<file path="config.mk">
export PLATFORM = sky130hd
export DESIGN_NAME = encrypt_core
export DESIGN_NICKNAME = d
export VERILOG_FILES = /design/src/rtl/encrypt_core.sv
export SDC_FILE = /design/constraint.sdc
export NUM_CORES = 1
export LEC_CHECK = 0
export BUFFER_PORTS_ARGS = -buffer_cell sky130_fd_sc_hd__buf_2
export CORE_MARGIN = 5
export CORE_UTILIZATION = 45
export DETAILED_ROUTE_END_ITERATION = 16
export HOLD_SLACK_MARGIN = 0.03
export PLACE_DENSITY = 0.7
export SLEW_MARGIN = 0
export SYNTH_ARGS = -nofsm -noshare
export SYNTH_HDL_FRONTEND = slang
export SYNTH_SLANG_ARGS = --single-unit
</file>
<file path="constraint.sdc">
create_clock -name clk -period 3.3 [get_ports clk]
set_input_delay 0.825 -clock clk [delete_from_list [all_inputs] [get_ports clk]]
set_output_delay 0.825 -clock clk [all_outputs]
set_load 0.05 [all_outputs]
</file>
<file path="src/rtl/encrypt_core.sv">
// encrypt_core: classify -> caesar shift -> rotating-key xor byte pipe.
// Inverse of decrypt_pipe under identical configuration.
module encrypt_core (
  input  logic       clk,
  input  logic       rst,
  input  logic       en,
  input  logic [7:0] din,
  input  logic [7:0] k1,
  input  logic [7:0] k2,
  input  logic [7:0] k3,
  input  logic [2:0] rot_freq,
  input  logic       shift_en,
  input  logic [3:0] shift_amt,
  input  logic       mode,
  output logic       v,
  output logic [7:0] dout
);

  logic       v1, up1, lo1;
  logic [7:0] d1;
  logic       v2;
  logic [7:0] d2;
  logic       v3;
  logic [7:0] d3;
  logic [1:0] idx;
  logic [2:0] cnt;

  logic [7:0] base, diff, shifted, key;
  logic [5:0] off, sum, wrap;

  always_ff @(posedge clk or posedge rst) begin
    if (rst) begin
      v1  <= 1'b0;
      d1  <= 8'h00;
      up1 <= 1'b0;
      lo1 <= 1'b0;
    end else begin
      v1  <= en;
      d1  <= din;
      up1 <= (din >= 8'h41) && (din <= 8'h5A);
      lo1 <= (din >= 8'h61) && (din <= 8'h7A);
    end
  end

  always_comb begin
    base = up1 ? 8'h41 : 8'h61;
    diff = d1 - base;
    off  = diff[5:0];
    sum  = off + {2'b00, shift_amt};
    wrap = (sum >= 6'd26) ? sum - 6'd26 : sum;
    if (shift_en && (up1 || lo1))
      shifted = base + {2'b00, wrap};
    else
      shifted = d1;
  end

  always_ff @(posedge clk or posedge rst) begin
    if (rst) begin
      v2 <= 1'b0;
      d2 <= 8'h00;
      v3 <= 1'b0;
      d3 <= 8'h00;
    end else begin
      v2 <= v1;
      d2 <= shifted;
      v3 <= v2;
      d3 <= d2;
    end
  end

  always_comb begin
    key = k1;
    if (mode) begin
      unique case (idx)
        2'd1:    key = k2;
        2'd2:    key = k3;
        default: key = k1;
      endcase
    end
  end

  // Key schedule advances only on real bytes, so bubbles keep the stream aligned
  always_ff @(posedge clk or posedge rst) begin
    if (rst) begin
      idx <= 2'd0;
      cnt <= 3'd0;
    end else if (!mode) begin
      idx <= 2'd0;
      cnt <= 3'd0;
    end else if (v3) begin
      if (cnt == rot_freq) begin
        cnt <= 3'd0;
        idx <= (idx == 2'd2) ? 2'd0 : idx + 2'd1;
      end else begin
        cnt <= cnt + 3'd1;
      end
    end
  end

  always_ff @(posedge clk or posedge rst) begin
    if (rst) begin
      v    <= 1'b0;
      dout <= 8'h00;
    end else begin
      v <= v3;
      if (v3)
        dout <= d3 ^ key;
    end
  end

endmodule

</file>
-- Word-level counts from Yosys, hierarchy flattened
Index checks and enable logic that the tools add are counted.
- bits of input ports: 44
- register bits: 43
- multiplexer cells: 12
- equality and inequality tests: 5
- $lt $le $gt $ge: 5
- reductions and logical operators: 5
- bitwise gates (word level): 1
- add/sub/neg operators: 6
- operator list (cell ; count):
    greater-or-equal comparator 8 x 7 -> 1 bit (second input constant) ; 2
    less-or-equal comparator 8 x 7 -> 1 bit (second input constant) ; 2
    two-way mux 8 bit ; 2
    case mux 8 bit (2 select lines) ; 1
    two-way mux 6 bit ; 2
    two-way mux 3 bit ; 3
    adder 7 x 6 -> 8 bit ; 1
    two-way mux 2 bit ; 4
    bitwise XOR 8 bit ; 1
    adder 6 x 4 -> 6 bit ; 1
    greater-or-equal comparator 6 x 5 -> 1 bit (second input constant) ; 1
    subtractor 6 x 5 -> 6 bit (second input constant) ; 1
    subtractor 6 bit ; 1
    inequality test 2 x 1 -> 1 bit (second input constant) ; 2
    adder 3 x 1 -> 3 bit (second input constant) ; 1
    equality test 3 bit ; 1
    logical AND 1 bit ; 3
    adder 2 x 1 -> 2 bit (second input constant) ; 1
    equality test 2 x 1 -> 1 bit (second input constant) ; 1
    equality test 2 bit (second input constant) ; 1
    AND reduction 2 bit ; 1
    logical OR 1 bit ; 1

-- Longest topological paths before layout
Gate-level depths: netlist (run 1).
- depth in word-level cells: 7
- gate-level depth with buffers: 15
- gate-level depth less buffers: 14

-- Worst setup path before layout (run 1)
Ideal clock, no wire load.
- path type: input to register
- start point: in shift_amt[1]
- end point: reg d2[6]
- cell stages on the path: 14
- arrival time: 3426 ps
- slack: -259 ps
- cells stage by stage: inv_1 > ha_1 > inv_1 > fa_1 > a211o_1 > and2_1 > nor4_1 > nor2_1 > xnor2_1 > ha_1 > inv_1 > o32ai_2 > nor3b_2 > o31ai_2
- word-level cells in the longest chain between the ends: 5
- elaborated cells on any way between the ends: 6
- classes of those cells: add/sub (3); order compare (1); mux (2)
- ends and longest elaborated chain (item ; line ; source):
    start, declared ; 13 ; input logic [3:0] shift_amt,
    adder 6 x 4 -> 6 bit * ; 49 ; sum = off + {2'b00, shift_amt};
    subtractor 6 x 5 -> 6 bit or greater-or-equal comparator 6 x 5 -> 1 bit (tied branches) ; 50 ; wrap = (sum >= 6'd26) ? sum - 6'd26 : sum;
    two-way mux 6 bit * ; 50 ;
    adder 7 x 6 -> 8 bit * ; 52 ; shifted = base + {2'b00, wrap};
    two-way mux 8 bit * ; 51 ; if (shift_en && (up1 || lo1))
    net shifted[6] ; 28 ; logic [7:0] base, diff, shifted, key;
    end signal, assigned ; 65 ; d2 <= shifted;
    end, declared ; 22 ; logic [7:0] d2;
Mark *: on every way through the listed nets, which the timed path passes. The rest lies on a longest branch.
A chain may end at the register's enable or synchronous reset.

-- Worst setup path in the final report (run 1)
Same ends and word-level chain as after synthesis.

==> flow_summary.ini, run 1 <==
[timing]
fin_ws_ns = 0.127
max_freq_ghz = 0.315
rsz0062_at_grt = false
setup_viol_count_final = 0
finalCritPeriodShare_pct = 96.2
relSlewSlack_pct = 51.1
finalCriticalPeriod_ns = 3.17
tightest_slew_ns = 0.734
hold_viol = 0
clock_skew_ns = 0.00555
slew_viol_final = 0

[synth]
synth_top_family_by_area = compound AO/OA/AOI/OAI gates
ys_seq_elements = 43
synth_top_area_share_pct = 42.5
synth-compound-area-share_pct = 19.9
netlist_area_um2 = 2530
ys.flop_type = dfrtp_1
synth_edf_count = 0
synth_nets = 326
synth_mux_area_share_pct = 1.68
yosysTopAreaCell = dfrtp_1
synthTopCellsByArea = dfrtp_1, ha_1, nand2_1
synth_xor_area_share_pct = 8.61
async_flop_share_pct = 100
synthAdderAreaFrac_pct = 8.21
synth_simple_gate_area_share_pct = 14.1
avgSynthCellArea_um2 = 9.51
yosysWarnings = 0
synthCells = 266
synth_cell_type_count = 50
synth.yosys.seq_area_share_pct = 42.5

[clock_tree]
cts_tree = done
cts_num_sinks = 43
cts_buffers = 5
cts-hold-fix-buffers = 0
clk_latency_ns = 0.28
cts_buffer_depth = 2
htree_levels = 2
clk_pin_slew_ns = 0.07
cts_root_buf = clkbuf_8

[finish]
n_fill_cell = 473
drive_above_1_share_pct = 38.1
final_core_util_pct = 62.2
final_common_cell = buf_2
layout_common_cells = buf_2, dfrtp_1, buf_4
diodes = 0
synthToLayoutAreaGrowth_pct = 34.6
finalNetCount = 417

[floorplan]
die_w_um = 85.0
die_area_um2 = 7220
die_h_um = 85.0
core_um2 = 5470
ioPinCount = 53
num_rows = 27
initial_core_util_pct = 46.2

[grt]
grt_max_degree = 44
overflow = 0
grt_first_pass_wirelength_mm = 9.07
first_global_vias = 2054
antenna_found_initial = 0
grt_use_total_pct = 15.5

[power_and_ir_drop]
p_leak_nw = 1.58
ir_drop_uv = 273
powerDensity_nw_per_um2 = 504
p_total_w = 0.00172

[critical_path]
cp_max_fo = 3
rr_worst_depth = 16
r2r_slack_ns = 0.31
startpoint = shift_amt[1]
crit_end = d2[6]
cp_data_arrival_time_ns = 3.37
start_kind = input port
worstReg2RegStart = d1[2]
worst_ep_required_time_ns = 3.50
crit_type = input port to register
critPathCaptureType = register
r2r-end = d2[5]

[placed_design]
port_buffers = 52
place_congestion = 0.860
dp_hpwl_mm = 4.20
dp_worst_setup_slack_ns = -0.363

[hold_path]
hold_path.class = register to register
hold_path_depth = 0

[drt]
routed_wire_length_per_instance_um = 12.8
dr.pass1.iters = 4
drtIter0Drc = 82
avgViaCountPerCell = 5.02
vias = 2152
ant_nets = 0
routed_wl_mm = 5.48
drcViolationCount = 0

[status]
status = completed

[run]
maxCapViolations = 0
[stage by stage]
step                      hold WS, ns  area, um^2  instances  TNS, ns
after global routing            0.354        3410        429        0
after global placement          0.333        3180        419   -0.874
after floorplan                 0.331        2590        266   -0.138
after detailed placement        0.336        3180        419    -1.12
after CTS                       0.345        3340        429        0
final                           0.347        3410        429        0
[power breakdown]
| part | switching (W) | internal (W) |
|---|---|---|
| logic | 0.000390 | 0.000343 |
| registers | 0.0000275 | 0.000575 |
| clock network | 0.000160 | 0.000222 |
| total | 0.000577 | 0.00114 |
[repair_timing]
item                       in CTS  in global routing
cloned                          0                  0
pin swaps                       7                  9
setup endpoints to repair       1                  4
setup buffers                   3                  0
gates resized for setup         4                 14
[state kept, by name, summed over array words and instances (netlist names)]
signal and count:
v2 1, cnt 3, lo1 1, v3 1
d1 8, v1 1, up1 1, idx 2
dout 8, v 1, d3 8, d2 8
[how the worst min path moves through the flow]
stage / startpoint / endpoint / slack [ns]
global route: d2[4] / d3[4] / 0.35
floorplan: d2[0] / d3[0] / 0.33
CTS: d2[4] / d3[4] / 0.35
global placement: d2[3] / d3[3] / 0.33
finish: d2[4] / d3[4] / 0.35
detailed placement: d2[0] / d3[0] / 0.34
[cells by family after synthesis]
| kind of cell | Yosys count |
|---|---|
| AND/OR/NAND/NOR | 78 |
| buffers and inverters | 33 |
| flip-flops | 43 |
| multiplexers | 4 |
| adder cells (fa/ha/maj) | 16 |
| AO/OA/AOI/OAI | 71 |
| XOR/XNOR | 21 |
[worst max-delay path, stage by stage]
cell,delay (ns)
buf_6,0.09
inv_8,0.03
ha_4,0.25
inv_2,0.05
fa_2,0.36
buf_4,0.15
xor2_2,0.15
buf_4,0.15
inv_2,0.03
ha_1,0.20
or3_4,0.38
a32oi_4,0.26
o32ai_4,0.13
nor3b_4,0.16
o31ai_2,0.17
[cell usage after synthesis (2+ instances only)]
cell type and instances:
xor2_1 6, nand3_1 10, o22ai_1 5, mux2i_1 2
a211o_1 3, mux2_2 2, ha_1 15, o21ai_1 5
xnor2_1 12, nand2_1 29, a21boi_0 2, nor3_1 3
inv_1 24, o21ai_0 14, and2_1 4, nor2b_1 2
o21a_1 3, nor3b_1 2, a211oi_2 2, a22oi_1 8
dfrtp_1 43, nor2_1 22, o21ba_2 2, clkbuf_1 6
a21oi_1 15
[layout make-up]
class | instances | area, um^2 | area share [%]
flip-flops and latches | 43 | 1080 | 31.6
well taps | 72 | 90.1 | 2.65
multi-input cells | 190 | 1470 | 43.0
inverters | 25 | 101 | 2.98
repair buffers | 92 | 571 | 16.8
clock buffers | 6 | 72.6 | 2.13
clock inverters | 1 | 30.0 | 0.882
[routing by layer]
layer | wire [um] | up-vias | track usage [%] | share of wire (%)
met5 | 0 | - | 0 | 0
met1 | 2290 | 988 | 18.3 | 42
met4 | 78 | 0 | 5.47 | 1.4
li1 | - | 1097 | - | -
met2 | 2730 | 61 | 26.9 | 50
met3 | 381 | 6 | 4.17 | 7.0
No activity file was read; power rests on OpenSTA's default activity.
==> inputs of run 2 (changes only) <==
--- a/config.mk
+++ b/config.mk
@@ -10,7 +10,8 @@
 export CORE_UTILIZATION = 45
 export DETAILED_ROUTE_END_ITERATION = 16
 export HOLD_SLACK_MARGIN = 0.03
-export PLACE_DENSITY = 0.7
+export PLACE_DENSITY = 0.68
+export SETUP_SLACK_MARGIN = 0.3
 export SLEW_MARGIN = 0
 export SYNTH_ARGS = -nofsm -noshare
 export SYNTH_HDL_FRONTEND = slang
==> constraint.sdc (replaced) <==
create_clock -name clk -period 3.53 [get_ports clk]
set_input_delay 0.8825 -clock clk [delete_from_list [all_inputs] [get_ports clk]]
set_output_delay 0.8825 -clock clk [all_outputs]
set_load 0.05 [all_outputs]
==> run 2 against run 1 <==
Sequential power shrank 6.3%. Clock skew shrank 0.0028 ns. Count of clock-buffer cells in the layout grew 2. Largest power group unchanged. Via count shrank 0.84%. Die area is the same. Worst hold slack is essentially flat. Critical path type unchanged. Total power shrank 11%. Highest routed layer unchanged. Worst setup slack gained 0.16 ns. Cell count shrank 1.6%. Combinational power shrank 13%. Non-clock buffer count shrank 8.
==> flow_summary.ini, run 2 (synthesis results as in run 1) <==
[hold_path]
hold_path.class = register to register
hold_path_depth = 0

[grt]
overflow = 0
antenna_found_initial = 0
grt_use_total_pct = 15.6
grt_first_pass_wirelength_mm = 9.27
grt_max_degree = 28
first_global_vias = 2185

[critical_path]
crit_type = input port to register
critPathCaptureType = register
r2r_slack_ns = 0.49
cp_max_fo = 3
cp_data_arrival_time_ns = 3.42
start_kind = input port
rr_worst_depth = 13
worst_ep_required_time_ns = 3.71

[finish]
finalNonFillerCells = 422
finalNetCount = 409
drive_above_1_share_pct = 35.1
final_core_util_pct = 60.4
final_common_cell = buf_2
synthToLayoutAreaGrowth_pct = 30.8
layout_common_cells = buf_2, dfrtp_1, buf_4
diodes = 0

[timing]
max_freq_ghz = 0.308
rsz0062_at_grt = true
finalCriticalPeriod_ns = 3.25
holdWs_ns = 0.348
setup_viol_count_final = 0
relSlewSlack_pct = 35.9
tightest_slew_ns = 0.960
finalCritPeriodShare_pct = 92.0
hold_viol = 0
clock_skew_ns = 0.00272
setup_tns_ns = 0
slew_viol_final = 0

[run]
maxCapViolations = 0

[clock_tree]
clk_latency_ns = 0.29
cts-hold-fix-buffers = 0
clk_pin_slew_ns = 0.07
htree_levels = 2
cts_root_buf = clkbuf_8
cts_tree = done
cts_num_sinks = 43
cts_buffer_depth = 2
cts_buffers = 5

[placed_design]
place_congestion = 0.917
dp.cells = 409
dp_hpwl_mm = 4.30
port_buffers = 52

[floorplan]
die_w_um = 85.0
die_area_um2 = 7220
num_rows = 27
core_um2 = 5470
ioPinCount = 53
initial_core_util_pct = 46.2
die_h_um = 85.0

[status]
status = completed

[drt]
routed_wl_mm = 5.35
drtIter0Drc = 55
drcViolationCount = 0
ant_nets = 0
routed_wire_length_per_instance_um = 12.7
vias = 2134
dr.pass1.iters = 4
avgViaCountPerCell = 5.06

[power_and_ir_drop]
p_total_w = 0.00153
p_leak_nw = 1.54
ir_drop_uv = 207
powerDensity_nw_per_um2 = 463
[run 2: cell count changes in the layout (fill, tap and decap cells not counted), sizes merged]
cell / change
buf: -8
bufinv: -1
clkbuf: +2
[run 2: routing by layer]
layer / vias to the layer above / part of all wire, % / GRT usage, %
met5: - / 0 / 0
met4: 0 / 2.0 / 6.19
met3: 10 / 5.9 / 2.91
met2: 53 / 50 / 28.1
met1: 985 / 42 / 18.1
li1: 1086 / - / -
[run 2: path summary, 6_finish.rpt]
check                        startpoint  endpoint
min                               d2[5]     d3[5]
max                        shift_amt[1]     d2[6]
max reg2reg                       d1[0]     d2[6]
max in group asynchronous           rst     d2[3]
min reg2reg                       d2[5]     d3[5]
min in group asynchronous           rst   dout[1]
[run 2: cell type report]
| class | instances | area [um^2] |
|---|---|---|
| multi-input combinational | 190 | 1430 |
| sequential | 43 | 1080 |
| inverter | 25 | 101 |
| timing repair buffer | 84 | 514 |
| fill | 477 | 2160 |
| tap | 72 | 90.1 |
| clock buffer | 8 | 100 |
[run 2: repair_timing]
item	in CTS	in global routing
gates resized for setup	7	3
setup buffers	3	2
endpoints found under the setup margin	3	4
pin swaps	9	4
[run 2: worst max-delay path, cell delays in order]
cell and delay (ns):
buf_8 0.08, inv_8 0.02, ha_4 0.24, inv_2 0.03
fa_2 0.35, a211o_1 0.28, and2_4 0.15, nor4_4 0.30
nor2_2 0.08, xnor2_1 0.17, ha_2 0.22, inv_2 0.05
o32ai_4 0.23, nor3b_4 0.24, o31ai_2 0.07
[run 2: per-stage QoR]
stage,cell area [um^2],worst slack (ns)
after global placement,3110,-0.137
final,3310,0.282
after CTS,3280,0.293
after floorplan,2590,0.0642
after global routing,3310,0.126
after detailed placement,3110,-0.218
[run 2: where the power goes]
part	total (W)	internal, W	switching, W	leakage (nW)
registers	0.000564	0.000537	0.0000264	0.512
logic	0.000640	0.000293	0.000347	0.978
clock network	0.000330	0.000178	0.000151	0.0515
==> inputs of run 3 (changes only) <==
--- a/config.mk
+++ b/config.mk
@@ -6,6 +6,7 @@
 export NUM_CORES = 1
 export LEC_CHECK = 0
 export BUFFER_PORTS_ARGS = -buffer_cell sky130_fd_sc_hd__buf_2
+export CORE_ASPECT_RATIO = 0.8
 export CORE_MARGIN = 5
 export CORE_UTILIZATION = 45
 export DETAILED_ROUTE_END_ITERATION = 16
==> run 3 against run 2 <==
Wire length grew 1.2%. Fmax decreased by 2.1%. Total power fell by 0.89%. Combinational power is 3% higher. Via count fell by 0.52%. Sequential cell count stayed put. Core utilization increased by 0.59 points. Worst hold slack hardly changed. Largest cell class unchanged.
==> flow_summary.ini, run 3 (synthesis results as in run 1) <==
[critical_path]
r2r-end = d2[6]
cp_max_fo = 3
critPathCaptureType = register
worst_ep_required_time_ns = 3.66
crit_type = input port to register
cp_slowest_cell = fa_2
path_cells = buf_8 -> inv_8 -> ha_4 -> inv_4 -> fa_2 -> a211o_1 -> and2_4 -> nor4_4 -> nor2_2 -> xnor2_1 -> ha_2 -> inv_2 -> o32ai_4 -> nor3b_4 -> o31ai_2
rr_worst_depth = 14
start_kind = input port
crit_end = d2[6]
cpPeakStageDelay_ns = 0.36
startpoint = shift_amt[1]
cp_data_arrival_time_ns = 3.45
r2r_slack_ns = 0.42
worstReg2RegStart = d1[1]

[finish]
final_core_util_pct = 61.0
final_common_cell = buf_2
drive_above_1_share_pct = 36.2
finalNetCount = 411
layout_common_cells = buf_2, dfrtp_1, buf_4
n_fill_cell = 477
multi_input_area_um2 = 1440
synthToLayoutAreaGrowth_pct = 31.8
diodes = 0
seq_area_um2 = 1080

[floorplan]
initial_core_util_pct = 46.3
num_rows = 24
die_w_um = 93.8
core_um2 = 5470
ioPinCount = 53
die_h_um = 77.1
die_area_um2 = 7230

[drt]
routed_wire_length_per_instance_um = 12.6
dr.pass1.iters = 4
drcViolationCount = 0
ant_nets = 0
avgViaCountPerCell = 4.95
routed_wl_mm = 5.42
vias = 2123
drtIter0Drc = 63

[grt]
antenna_found_initial = 0
grt_use_total_pct = 16.0
overflow = 0
busiest_layer = met2
grt_first_pass_wirelength_mm = 9.37
met3_usage_pct = 3.72
globalRouteMet1Util_pct = 22.0
grt_max_degree = 28
first_global_vias = 2087
use_met2_pct = 25.4

[timing]
setup_viol_count_final = 0
finalCriticalPeriod_ns = 3.32
finalCritPeriodShare_pct = 94.0
clock_skew_ns = 0.00571
tightest_slew_ns = 0.980
hold_viol = 0
relSlewSlack_pct = 34.2
slew_viol_final = 0
rsz0062_at_grt = true
max_freq_ghz = 0.302
holdWs_ns = 0.348

[power_and_ir_drop]
p_total_w = 0.00152
powerDensity_nw_per_um2 = 456
p_leak_nw = 1.55
clock_power_share_pct = 19.5
power_frac_comb_pct = 43.4
p_switching_w = 0.000523
switching_share_pct = 34.4
p_seq_share_pct = 37.1
internal-power_w = 0.000997
ir_drop_uv = 327

[status]
status = completed

[placed_design]
dp_hpwl_mm = 4.34
port_buffers = 52
place_congestion = 0.877

[run]
maxCapViolations = 0

[clock_tree]
cts_num_sinks = 43
cts-hold-fix-buffers = 0
clk_latency_ns = 0.28
cts_root_buf = clkbuf_8
htree_levels = 2
cts_buffer_depth = 2
clk_pin_slew_ns = 0.07
cts_buffers = 5
cts_tree = done

[hold_path]
hold_path.class = register to register
-- run 3: cell types whose count changed in the layout (fill, tap and decap cells not counted), sizes merged --
cell	before	now
buf	84	86
clkbuf	8	6
clkinv	0	2
inv	25	24
-- run 3: critical path: cells and delay by family --
kind | cells | cell delay, ns
AO/OA/AOI/OAI | 3 | 0.58
AND/OR/NAND/NOR | 4 | 0.79
adder cells (fa/ha/maj) | 3 | 0.84
buffers and inverters | 4 | 0.19
XOR/XNOR | 1 | 0.16
-- run 3: power by group through the flow --
stage	logic (W)	registers, W	clock network [W]
final	0.000660	0.000564	0.000296
after global routing	0.000727	0.000571	0.000337
after CTS	0.000645	0.000565	0.000309
after detailed placement	0.000599	0.000574	0
after global placement	0.000595	0.000572	0
after floorplan	0.000348	0.000623	0
-- run 3: routing by layer --
layer	vias up	wire (um)
met1	980	2600
met3	4	382
met5	-	0
met2	55	2400
li1	1084	-
met4	0	37
-- run 3: area by class of cell --
class | count | area share [%]
Clock buffer | 6 | 2.48
Inverter | 25 | 3.11
Clock inverter | 1 | 0.150
Tap cell | 78 | 2.93
Multi-Input combinational cell | 190 | 43.2
Sequential cell | 43 | 32.3
Timing Repair Buffer | 86 | 15.9
-- run 3: what timing repair did --
action,4_1_cts,5_1_grt
buffers inserted,4,2
gates resized for setup,9,4
endpoints found under the setup margin,4,4
pin swaps,12,1
-- run 3: worst min path at each step --
| stage | startpoint | depth (start not counted) | end |
|---|---|---|---|
| 2_1_floorplan | d2[0] | 0 | d3[0] |
| 3_3_place_gp | d2[7] | 0 | d3[7] |
| 3_5_place_dp | d2[0] | 0 | d3[0] |
| 4_1_cts | d2[7] | 0 | d3[7] |
| 5_1_grt | d2[3] | 0 | d3[3] |
| 6_report | d2[7] | 0 | d3[7] |
-- run 3: per-stage QoR --
stage          worst slack, ns  TNS (ns)  cell area, um^2  cells
2_1_floorplan           0.0642         0             2590    266
3_3_place_gp            -0.185    -0.538             3120    416
3_5_place_dp            -0.267    -0.672             3120    416
4_1_cts                  0.226         0             3310    427
5_1_grt                  0.111         0             3340    429
6_report                 0.213         0             3340    429
